### src/rtl/alu_control_fsm.sv
// Multicycle RV32I control unit: steps the shared ALU and datapath muxes/enables
// through fetch, decode and per-class execute states, one instruction at a time.
module alu_control_fsm #(
    parameter logic [3:0] RESET_STATE = 4'd0
) (
    input  logic        clk,
    input  logic        rst,
    input  logic [31:0] instr,
    input  logic        zero,
    output logic [3:0]  alu_op,
    output logic [1:0]  alu_src_a,
    output logic [1:0]  alu_src_b,
    output logic [1:0]  result_src,
    output logic        adr_src,
    output logic        pc_write,
    output logic        ir_write,
    output logic        reg_write,
    output logic        mem_write,
    output logic        illegal,
    output logic [3:0]  state
);

    typedef enum logic [3:0] {
        FETCH     = 4'd0,
        DECODE    = 4'd1,
        MEM_ADR   = 4'd2,
        MEM_READ  = 4'd3,
        MEM_WB    = 4'd4,
        MEM_WRITE = 4'd5,
        EXEC_R    = 4'd6,
        EXEC_I    = 4'd7,
        ALU_WB    = 4'd8,
        BRANCH    = 4'd9,
        JAL       = 4'd10,
        LUI       = 4'd11,
        ILLEGAL   = 4'd15
    } state_t;

    localparam logic [6:0] OP_LOAD   = 7'b0000011;
    localparam logic [6:0] OP_STORE  = 7'b0100011;
    localparam logic [6:0] OP_R      = 7'b0110011;
    localparam logic [6:0] OP_I      = 7'b0010011;
    localparam logic [6:0] OP_BRANCH = 7'b1100011;
    localparam logic [6:0] OP_JAL    = 7'b1101111;
    localparam logic [6:0] OP_LUI    = 7'b0110111;

    localparam logic [3:0] ALU_ADD  = 4'b0000;
    localparam logic [3:0] ALU_SUB  = 4'b0001;
    localparam logic [3:0] ALU_AND  = 4'b0010;
    localparam logic [3:0] ALU_OR   = 4'b0011;
    localparam logic [3:0] ALU_XOR  = 4'b0100;
    localparam logic [3:0] ALU_SLL  = 4'b0101;
    localparam logic [3:0] ALU_SRL  = 4'b0110;
    localparam logic [3:0] ALU_SRA  = 4'b0111;
    localparam logic [3:0] ALU_SLT  = 4'b1000;
    localparam logic [3:0] ALU_SLTU = 4'b1001;

    localparam logic [6:0] F7_ZERO = 7'b0000000;
    localparam logic [6:0] F7_ALT  = 7'b0100000;

    state_t     cur_state;
    logic [6:0] opcode;
    logic [2:0] funct3;
    logic [6:0] funct7;
    logic       unused_instr_bits;

    assign opcode = instr[6:0];
    assign funct3 = instr[14:12];
    assign funct7 = instr[31:25];
    assign state  = cur_state;
    assign unused_instr_bits = ^{instr[24:15], instr[11:7]};

    // alt selects SUB (for 000) or SRA (for 101); callers decide when it applies
    function automatic logic [3:0] alu_op_for(input logic [2:0] f3, input logic alt);
        case (f3)
            3'b000:  return alt ? ALU_SUB : ALU_ADD;
            3'b001:  return ALU_SLL;
            3'b010:  return ALU_SLT;
            3'b011:  return ALU_SLTU;
            3'b100:  return ALU_XOR;
            3'b101:  return alt ? ALU_SRA : ALU_SRL;
            3'b110:  return ALU_OR;
            default: return ALU_AND;
        endcase
    endfunction

    function automatic logic r_legal(input logic [2:0] f3, input logic [6:0] f7);
        return (f7 == F7_ZERO) || ((f7 == F7_ALT) && ((f3 == 3'b000) || (f3 == 3'b101)));
    endfunction

    function automatic logic i_legal(input logic [2:0] f3, input logic [6:0] f7);
        case (f3)
            3'b001:  return f7 == F7_ZERO;
            3'b101:  return (f7 == F7_ZERO) || (f7 == F7_ALT);
            default: return 1'b1;
        endcase
    endfunction

    function automatic state_t decode_next(input logic [6:0] op, input logic [2:0] f3,
                                           input logic [6:0] f7);
        case (op)
            OP_LOAD, OP_STORE: return MEM_ADR;
            OP_R:              return r_legal(f3, f7) ? EXEC_R : ILLEGAL;
            OP_I:              return i_legal(f3, f7) ? EXEC_I : ILLEGAL;
            OP_BRANCH:         return (f3[2:1] == 2'b01) ? ILLEGAL : BRANCH;
            OP_JAL:            return JAL;
            OP_LUI:            return LUI;
            default:           return ILLEGAL;
        endcase
    endfunction

    always_ff @(posedge clk or posedge rst) begin
        if (rst) begin
            cur_state <= state_t'(RESET_STATE);
        end else begin
            case (cur_state)
                FETCH:     cur_state <= DECODE;
                DECODE:    cur_state <= decode_next(opcode, funct3, funct7);
                MEM_ADR:   cur_state <= (opcode == OP_LOAD) ? MEM_READ : MEM_WRITE;
                MEM_READ:  cur_state <= MEM_WB;
                MEM_WB:    cur_state <= FETCH;
                MEM_WRITE: cur_state <= FETCH;
                EXEC_R:    cur_state <= ALU_WB;
                EXEC_I:    cur_state <= ALU_WB;
                ALU_WB:    cur_state <= FETCH;
                BRANCH:    cur_state <= FETCH;
                JAL:       cur_state <= ALU_WB;
                LUI:       cur_state <= ALU_WB;
                default:   cur_state <= ILLEGAL;
            endcase
        end
    end

    // Outputs are forced quiet while rst is high, since the reset state itself is FETCH
    always_comb begin
        alu_op     = ALU_ADD;
        alu_src_a  = 2'b00;
        alu_src_b  = 2'b00;
        result_src = 2'b00;
        adr_src    = 1'b0;
        pc_write   = 1'b0;
        ir_write   = 1'b0;
        reg_write  = 1'b0;
        mem_write  = 1'b0;
        illegal    = 1'b0;
        if (!rst) begin
            case (cur_state)
                FETCH: begin
                    ir_write   = 1'b1;
                    pc_write   = 1'b1;
                    alu_src_b  = 2'b10;
                    result_src = 2'b10;
                end
                DECODE: begin
                    alu_src_a = 2'b01;
                    alu_src_b = 2'b01;
                end
                MEM_ADR: begin
                    alu_src_a = 2'b10;
                    alu_src_b = 2'b01;
                end
                MEM_READ: adr_src = 1'b1;
                MEM_WB: begin
                    result_src = 2'b01;
                    reg_write  = 1'b1;
                end
                MEM_WRITE: begin
                    adr_src   = 1'b1;
                    mem_write = 1'b1;
                end
                EXEC_R: begin
                    alu_src_a = 2'b10;
                    alu_op    = alu_op_for(funct3, funct7[5]);
                end
                EXEC_I: begin
                    alu_src_a = 2'b10;
                    alu_src_b = 2'b01;
                    alu_op    = alu_op_for(funct3, (funct3 == 3'b101) && funct7[5]);
                end
                ALU_WB: reg_write = 1'b1;
                BRANCH: begin
                    alu_src_a = 2'b10;
                    // BEQ/BGE/BGEU take the branch on zero, the rest on !zero
                    alu_op    = !funct3[2] ? ALU_SUB : (!funct3[1] ? ALU_SLT : ALU_SLTU);
                    pc_write  = ((funct3 == 3'b000) || (funct3 == 3'b101) || (funct3 == 3'b111))
                                ? zero : !zero;
                end
                JAL: begin
                    alu_src_a = 2'b01;
                    alu_src_b = 2'b10;
                    pc_write  = 1'b1;
                end
                LUI: begin
                    alu_src_a = 2'b11;
                    alu_src_b = 2'b01;
                end
                ILLEGAL: illegal = 1'b1;
                default: illegal = 1'b1;
            endcase
        end
    end

endmodule

### config.mk
export PLATFORM = sky130hd
export DESIGN_NAME = alu_control_fsm
export DESIGN_NICKNAME = d
export VERILOG_FILES = /design/src/rtl/alu_control_fsm.sv
export SDC_FILE = /design/constraint.sdc
export NUM_CORES = 1
export LEC_CHECK = 0
export CORE_UTILIZATION = 37
export CTS_CLUSTER_DIAMETER = 80
export CTS_CLUSTER_SIZE = 8
export DETAILED_ROUTE_END_ITERATION = 10
export GPL_TIMING_DRIVEN = 0
export HOLD_SLACK_MARGIN = 0.06
export PLACE_DENSITY = 0.85
export REMOVE_ABC_BUFFERS = 1
export SYNTH_ARGS = -nofsm -noshare
export SYNTH_HDL_FRONTEND = slang
export SYNTH_SLANG_ARGS = --single-unit
### constraint.sdc
create_clock -name clk -period 2.4 [get_ports clk]
set_input_delay 0.48 -clock clk [delete_from_list [all_inputs] [get_ports clk]]
set_output_delay 0.48 -clock clk [all_outputs]
set_load 0.05 [all_outputs]
## Word level (Yosys, flattened, before mapping)

Cells that the tools add are included.

| operators by class | value |
|---|---|
| equal/unequal tests | 27 |
| mux-type cells | 38 |
| reductions and logical operators | 20 |

Operators by type and width:

| cell | count |
|---|---|
| $pmux 4 s7 | 2 |
| $pmux 4 s6 | 2 |
| $eq 7x6->1 const B | 4 |
| $mux 1 | 19 |
| $eq 4x3->1 const B | 4 |
| $eq 4x4->1 const B | 4 |
| $mux 4 | 4 |
| $reduce_or 4->1 | 4 |
| $eq 7x7->1 const B | 2 |
| $eq 3x3->1 const B | 4 |
| $pmux 4 s3 | 1 |
| $reduce_or 12->1 | 1 |
| $reduce_or 2->1 | 5 |
| $eq 4x2->1 const B | 2 |
| $pmux 2 s2 | 2 |
| $eq 7x2->1 const B | 1 |
| $eq 7x5->1 const B | 1 |
| $logic_not 7->1 | 1 |
| $eq 3x2->1 const B | 2 |
| $mux 2 | 3 |
| $mux 3 | 2 |
| $pmux 2 s3 | 1 |
| $eq 4x1->1 const B | 1 |
| $logic_not 4->1 | 1 |
| 7 further kinds | 12 |

| word-level totals | value |
|---|---|
| flip-flop bits (word level) | 4 |
| bits of input ports | 35 |
| word-level logic and storage cells | 86 |

## Longest topological paths before layout

| logic depth | value |
|---|---|
| word-level depth | 8 |
| mapped depth | 6 |

## Worst setup path before layout

No wires, ideal clock.

| timing path | value |
|---|---|
| kind | register to output |
| start | reg cur_state[0] (netlist: state[0]) |
| end | out pc_write |
| data arrival time | 3052 ps |
| data required time | 1920 ps |
| slack | -1132 ps |
| cell stages (with the launch flop) | 4 |
| cell sequence | dfrtp_1 > clkbuf_1 > nor4_1 > o21bai_1 |

| between the ends | value |
|---|---|
| word-level cells in the longest chain between the ends | 4 |
| elaborated cells on any way between the ends | 6 |
| classes of those cells | eq/ne: 2; mux: 2; reduce/logical: 2 |

Ends and longest elaborated chain:

| what | line | source |
|---|---|---|
| start: declaration | 61 | `state_t cur_state;` |
| start signal: assignment | 114 | `cur_state <= state_t'(RESET_STATE);` |
| start signal: assignment | 118 | `DECODE: cur_state <= decode_next(opcode, funct3, funct7);` |
| start signal: assignment | 119 | `MEM_ADR: cur_state <= (opcode == OP_LOAD) ? MEM_READ : MEM_WRITE;` |
| $eq 4x4->1 or $logic_not 4->1 (tied branches) | 147 | `case (cur_state)` |
| $reduce_or 2->1 (no source line) | -- |  |
| $pmux 1 s2 * | 147 |  |
| $mux 1 * | 146 | `if (!rst) begin` |
| end: declaration | 15 | `output logic pc_write,` |

Mark *: on every way between the ends. The rest lies on a longest branch, timed or not.

## Worst setup path after layout

| timing path | value |
|---|---|
| start | in instr[13] |
| end | out alu_op[3] |

| between the ends | value |
|---|---|
| word-level cells in the longest chain between the ends | 4 |
| elaborated cells on any way between the ends | 11 |
| classes of those cells | eq/ne: 6; mux: 4; reduce/logical: 1 |

Ends and longest elaborated chain:

| what | line | source |
|---|---|---|
| start: declaration | 8 | `input logic [31:0] instr,` |
| $eq 3x3->1 (tied with other cells) | 75 | `case (f3)` |
| $pmux 4 s7 | 75 |  |
| $pmux 4 s3 * | 147 |  |
| $mux 4 * | 146 |  |
| end: declaration | 10 | `output logic [3:0] alu_op,` |

Marked as above.

==> summary.md <==
| Metric | Value |
|---|---|
| Residual DRC | `0` |
| RSZ-0062 raised after global routing | `false` |
| Full die area | `2240 um2` |
| CTS Sinks | `4` |
| Cell variety after synth | `45` |
| Clock Tree Root | `clkbuf_4` |
| Final-report setup violation count | `0` |
| Vias in the first global route | `767` |
| Initial antenna violation count | `0` |
| Post-detail-place hpwl | `1.64 mm` |
| First-pass GRT wire length | `3.18 mm` |
| Top_reg_cell synth | `dfrtp_1` |
| M3 GR Usage | `2.31%` |
| FF-to-FF setup slack | `1.14 ns` |
| Mean Syn Cell Area | `6.97 um2` |
| Area Overhead vs Synth | `47.4%` |
| Clock Latency Late Sink | `0.25 ns` |
| Diode count | `0` |
| VDD IR max | `0.677 mV` |
| WL final | `2.10 mm` |
| Port Buf Inserts | `39` |
| Max cap viols | `0` |
| GRT met2 Usage | `33.2%` |
| Grt peak-use layer | `met2` |
| Global Route Usage Sum | `19.9%` |
| Post-synthesis cell area | `759 um2` |
| Total Neg Setup Slack | `0 ns` |
| Finished Cell Area | `1120 um2` |
| Inserted Clock Buffers | `3` |
| I/O pin count | `55` |
| CP peak stage delay | `0.41 ns` |
| Slew Viols, Final | `0` |
| GP Congestion | `0.849` |
| Postcts setup bufs | `0` |
| YS warnings | `0` |
| Chip height | `47.3 um` |
| WS Path Type | `in -> out` |
| Total gr overflow | `0` |
| Vias/cell | `5.62` |
| CTS Buffer Depth | `2` |
| Max transition margin | `66.9%` |
| Crit Path Max Fanout | `9` |
| Clock Skew | `0.000746 ns` |
| Die extent in x | `47.3 um` |
| Crit path DAT | `1.82 ns` |
| Via count | `949` |
| Max stage delay cell, worst path | `dlygate4sd2_1` |
| Initial Util | `39.1%` |
| Number of synthesized flops with an enable pin | `0` |
| Largest net degree at the start of global routing | `16` |
| Antenna Violating Nets Remaining | `0` |
| Asr flop ratio synth | `100%` |
| Htree depth | `1` |
| Initial DRC Count | `20` |
| Row cnt | `16` |
| Cell Area, Placed | `1110 um2` |
| CTS tree | `yes` |
| Leakage | `0.470 nW` |
| Max Fclk | `0.435 GHz` |
| Final net count | `179` |
| Status | `finished, final reports clean` |
| Post-layout min period | `2.30 ns` |
| CP Capture Type | `output port` |
| Core Region | `1940 um2` |
| Post-synthesis register bit count | `4` |
| Post-Synthesis Cells | `109` |
| Critical path cell sequence | `dlygate4sd2_1, nor2b_2, nand3_1, a21oi_1, clkdlybuf4s15_2` |
| Worst Path Required | `1.92 ns` |
| Final Cycle Share | `95.7%` |
| Initial DRT Pass Iterations | `4` |
| Power Dens Cells | `1040 nW/um2` |
| Max reg flops | `4` |
| Worst-Margin Slew | `0.494 ns` |
| HP Class | `in -> async` |
| Met1 Track Usage GR | `25.5%` |
| Post-synthesis sequential area ratio | `13.2%` |
| Share of layout cells above drive strength 1 | `21.8%` |
| Clock-pin slew on the worst setup and hold paths | `0.04 ns` |
| Drt wl/cell | `12.4 um` |
| Endpoints failing hold | `0` |
| CP Launch Type | `primary input` |
## metrics by stage
stage / hold slack [ns] / setup slack, ns / total power [W] / instances / utilization, %
detailed placement: 0.801 / -0.656 / 0.00110 / 166 / 57.4
global route: 0.303 / 0.00152 / 0.00126 / 169 / 57.7
CTS: 0.657 / -0.0890 / 0.00115 / 169 / 57.5
global placement: 0.791 / -0.617 / 0.00108 / 166 / 57.4
floorplan: 0.271 / -1.16 / 0.000797 / 100 / -
finish: 0.281 / 0.102 / 0.00117 / 169 / 57.7
## worst max-delay path, delay by kind of cell
kind / cells / cell delay [ns]
AO/OA/AOI/OAI: 1 / 0.16
buffers and inverters: 2 / 0.80
AND/OR/NAND/NOR: 2 / 0.37
## final timing paths
kind                                     from                 end  cells after the start
max                                 instr[13]           alu_op[3]                      5
min                                       rst  state[1]$_DFF_PP0_                      2
max reg2reg                state[1]$_DFF_PP0_  state[3]$_DFF_PP0_                      3
min reg2reg                state[0]$_DFF_PP0_  state[0]$_DFF_PP0_                      3
max in group asynchronous                 rst  state[0]$_DFF_PP0_                      2
min in group clk           state[0]$_DFF_PP0_  state[0]$_DFF_PP0_                      3
## kinds of logic after synthesis
family	after synthesis	share of synthesized area, %
AOI/OAI and AO/OA	27	25.7
xor gates and xnor gates	3	3.46
buffers and inverters	14	11.5
DFF	4	13.2
and+or+nand+nor	61	46.1
## what timing repair did
item / 4_1_cts / 5_1_grt
hold buffers: 0 / 0
gates resized for setup: 52 / 16
endpoints found under the setup margin: 16 / 14
## where the power goes
part           total [W]  internal [W]  switching [W]  leakage (nW)
logic           0.000871      0.000282       0.000589         0.409
registers       0.000208      0.000104       0.000104        0.0474
clock network  0.0000897     0.0000563      0.0000334        0.0138
## cell usage after synthesis (all sizes together), types with 2 or more instances
library cell  number  area share, %
nor4b              2            2.3
clkbuf             2           0.99
nor2b              4            3.3
nor3               7            6.1
nand2             12            6.9
nor4               4            4.1
nand3              7            4.6
and2b              2            2.0
xnor2              2            2.3
inv                5            2.5
or4                2            2.5
o21ai              6            4.0
o31ai              2            3.8
dfrtp              4             13
a21oi              8            5.8
nor2              14            6.9
buf                7            8.1
## metal layers
layer,wire [um],vias up
met5,0,-
met4,22,0
met3,138,3
met2,1070,38
met1,866,438
li1,-,470
## cells in the final DEF (no fill, tap or decap), drive strengths merged, types with 2 or more instances in the layout
| master | count |
|---|---|
| a21oi | 8 |
| and2b | 2 |
| buf | 4 |
| clkbuf | 6 |
| clkdlybuf4s15 | 3 |
| clkdlybuf4s18 | 3 |
| clkdlybuf4s50 | 19 |
| dfrtp | 4 |
| dlygate4sd2 | 5 |
| dlymetal6s2s | 2 |
| inv | 5 |
| nand2 | 12 |
| nand3 | 7 |
| nor2 | 14 |
| nor2b | 4 |
| nor3 | 7 |
| nor4 | 4 |
| nor4b | 2 |
| o21ai | 6 |
| o31ai | 2 |
| or4 | 2 |
| xnor2 | 2 |
## final cells by class
cell class	instances	area, um2
clock buffers	3	22.5
fillers	189	822
well taps	27	33.8
inverters	5	21.3
multi-input cells	91	582
repair buffers	39	358
flip-flops and latches	4	103
No activity file was read; power rests on OpenSTA's default activity.
==> edit, RTL diff (same settings) <==
Register the inputs `instr` and `zero` before use, without a reset. The logic sees them one clock later.
--- a/src/rtl/alu_control_fsm.sv
+++ b/src/rtl/alu_control_fsm.sv
@@ -59,4 +59,12 @@
     localparam logic [6:0] F7_ALT  = 7'b0100000;
 
+    logic [31:0] instr_q;
+    logic zero_q;
+
+    always_ff @(posedge clk) begin
+        instr_q <= instr;
+        zero_q  <= zero;
+    end
+
     state_t     cur_state;
     logic [6:0] opcode;
@@ -65,9 +73,9 @@
     logic       unused_instr_bits;
 
-    assign opcode = instr[6:0];
-    assign funct3 = instr[14:12];
-    assign funct7 = instr[31:25];
+    assign opcode = instr_q[6:0];
+    assign funct3 = instr_q[14:12];
+    assign funct7 = instr_q[31:25];
     assign state  = cur_state;
-    assign unused_instr_bits = ^{instr[24:15], instr[11:7]};
+    assign unused_instr_bits = ^{instr_q[24:15], instr_q[11:7]};
 
     // alt selects SUB (for 000) or SRA (for 101); callers decide when it applies
@@ -184,5 +192,5 @@
                     alu_op    = !funct3[2] ? ALU_SUB : (!funct3[1] ? ALU_SLT : ALU_SLTU);
                     pc_write  = ((funct3 == 3'b000) || (funct3 == 3'b101) || (funct3 == 3'b111))
-                                ? zero : !zero;
+                                ? zero_q : !zero_q;
                 end
                 JAL: begin
Check against the original RTL: not equivalent (a bounded check fails within 4 cycles, from zero or initial values and one cycle with rst high).
==> edit against the original RTL <==
The run now ends with design-rule violations, negative setup slack left. Sequential cell count up 18. Routed wire length up 24%. Total power up 44%. Setup slack worse by 140 ps. Count of clock-buffer cells in the layout unchanged. Synthesized area up 51%. Synthesized cell count up 18%. Clock power up 72%. Final area up 40%. Largest power group unchanged.
==> edit: results (changes against the original RTL) <==
Outcome
  – Status: finished, violations left
  – Failing checks: design-rule violations, negative setup slack

Route
  – Iter 0 DRT Violations: 67 (+240%)
  – Drt first pass iters: 7 (+3)
  – # DRC: 3 (+3)
  – Vias per cell: 5.43 (-3.3%)
  – Routed wire length: 2600 um (+24%)

Placement
  – Gpl congestion: 0.799 (-6.0%)
  – Post-DP Area: 1530 sq um (+37%)
  – Placed insts: 190 (+14%)
  – DP HPWL: 1930 um (+18%)

Critical path
  – Worst path max stage delay: 460 ps (+50 ps)
  – Critical path's top delay family: flip-flops
  – Slowest CP cell: dfrtp_2
  – CP Max Fanout: 6 (-3)

Synthesis
  – Synth Area in XOR/XNOR: 3.83% (+0.37 points)
  – Compound-gate portion of the synthesized area: 19.6% (-6.1 points)
  – Synth unique cells: 47 (+4.4%)
  – Mux contribution to synthesized area: 2.30% (+2.3 points)
  – Area contributors post-synth: dfxtp_1, dfrtp_1, o21ai_0
  – Post-synthesis cell count: 129 (+18%)
  – Async SR Flop Fraction: 18.2% (-82 points)
  – Most instantiated cells after synthesis: dfxtp_1, nor2_1, nand2_1

Timing
  – # setup viols final: 1 (+1)
  – Final setup margin: -36.3 ps (-138 ps)
  – Max-Slew Margin vs Limit: 66.5% (-0.42 points)
  – Clock Skew: 0.889 ps (+0.144 ps)

Cells and area
  – Largest register FFs: 17 (+13)
  – Nets: 208 (+16%)
  – Share of cells above drive strength 1: 25.1% (+3.3 points)
  – Filler cell count: 285 (+51%)

GRT
  – Total GRT Usage: 16.5% (-3.4 points)
  – Vias in the first global route: 1000 (+30%)
  – Largest net degree at the start of global routing: 20 (+4)
  – First-pass GRT wire length: 4190 um (+32%)

Pwr
  – VDD IR max: 0.000515 V (-24%)
  – Net Sw Frac: 48.4% (-14 points)

CTS
  – Clk_lat worst skew: 290 ps (+40 ps)
edit: changes by cell type after synthesis, sizes merged, moves of 3 or more:
cell | before | now
o21ai | 6 | 9
xor2 | 1 | 4
clkbuf | 2 | 6
buf | 7 | 3
dfxtp | 0 | 18
nand3 | 7 | 0
or3 | 0 | 3
nor2b | 4 | 0
edit: cell type report:
type                       count  share of cell area, %
multi-input combinational     93                   39.5
sequential                    22                   29.8
timing repair buffer          48                   25.6
tap                           31                   2.47
clock buffer                   3                   1.44
inverter                       5                   1.20
edit: kinds of logic after synthesis:
kind of cell / count (synthesis)
simple gates: 54
compound gates: 32
flops: 22
buf+inv: 14
xor+xnor: 5
mux: 2
edit: path summary, 6_finish.rpt:
path	start	end	slack (ps)	depth (start not counted)
setup / recovery	state[1]$_DFF_PP0_	alu_op[0]	-40	6
hold / removal	rst	state[1]$_DFF_PP0_	420	2
setup reg to reg	instr_q[28]$_DFF_P_	state[3]$_DFF_PP0_	820	5
hold reg to reg	instr_q[4]$_DFF_P_	state[2]$_DFF_PP0_	730	2
max in group asynchronous	rst	state[2]$_DFF_PP0_	1790	2
min in group clk	instr[25]	instr_q[25]$_DFF_P_	610	1
edit: power by group through the flow:
| stage | Combinational (W) | Sequential [W] | Clock, W |
|---|---|---|---|
| floorplan | 0.000534 | 0.000645 | 0 |
| global placement | 0.000874 | 0.000565 | 0 |
| detailed placement | 0.000895 | 0.000579 | 0 |
| CTS | 0.000867 | 0.000577 | 0.000160 |
| global route | 0.00103 | 0.000575 | 0.000178 |
| finish | 0.000967 | 0.000559 | 0.000154 |
edit: layer usage:
metal	global-route usage (%)	vias up	wire [um]
met5	0	-	0
met4	8.71	0	64
met3	2.95	8	183
met2	29.6	50	1310
met1	18.4	489	1040
li1	-	550	-
edit: what timing repair did:
| item | CTS | global route |
|---|---|---|
| endpoints found under the setup margin | 17 | 13 |
| hold endpoints to repair | 0 | 0 |
| hold buffers | 0 | 0 |
| gates resized for setup | 57 | 25 |
| buffers inserted | 0 | 9 |
| pin swaps | 0 | 2 |
edit: through the flow:
stage | setup slack [ps] | setup TNS [ps] | utilization (%)
5_1_grt | -122 | -275 | 55.0
3_3_place_gp | -625 | -6650 | 53.5
3_5_place_dp | -674 | -7190 | 53.5
6_report | -36.3 | -36.3 | 55.0
4_1_cts | -233 | -233 | 54.0
2_1_floorplan | -1740 | -7130 | -
edit: worst register-to-register path, stage by stage (launching register included):
cell      delay (ps)
dfxtp_1          310
or4_1            530
nor3_2           150
a211o_1          180
and4bb_1         230
o22ai_2           80
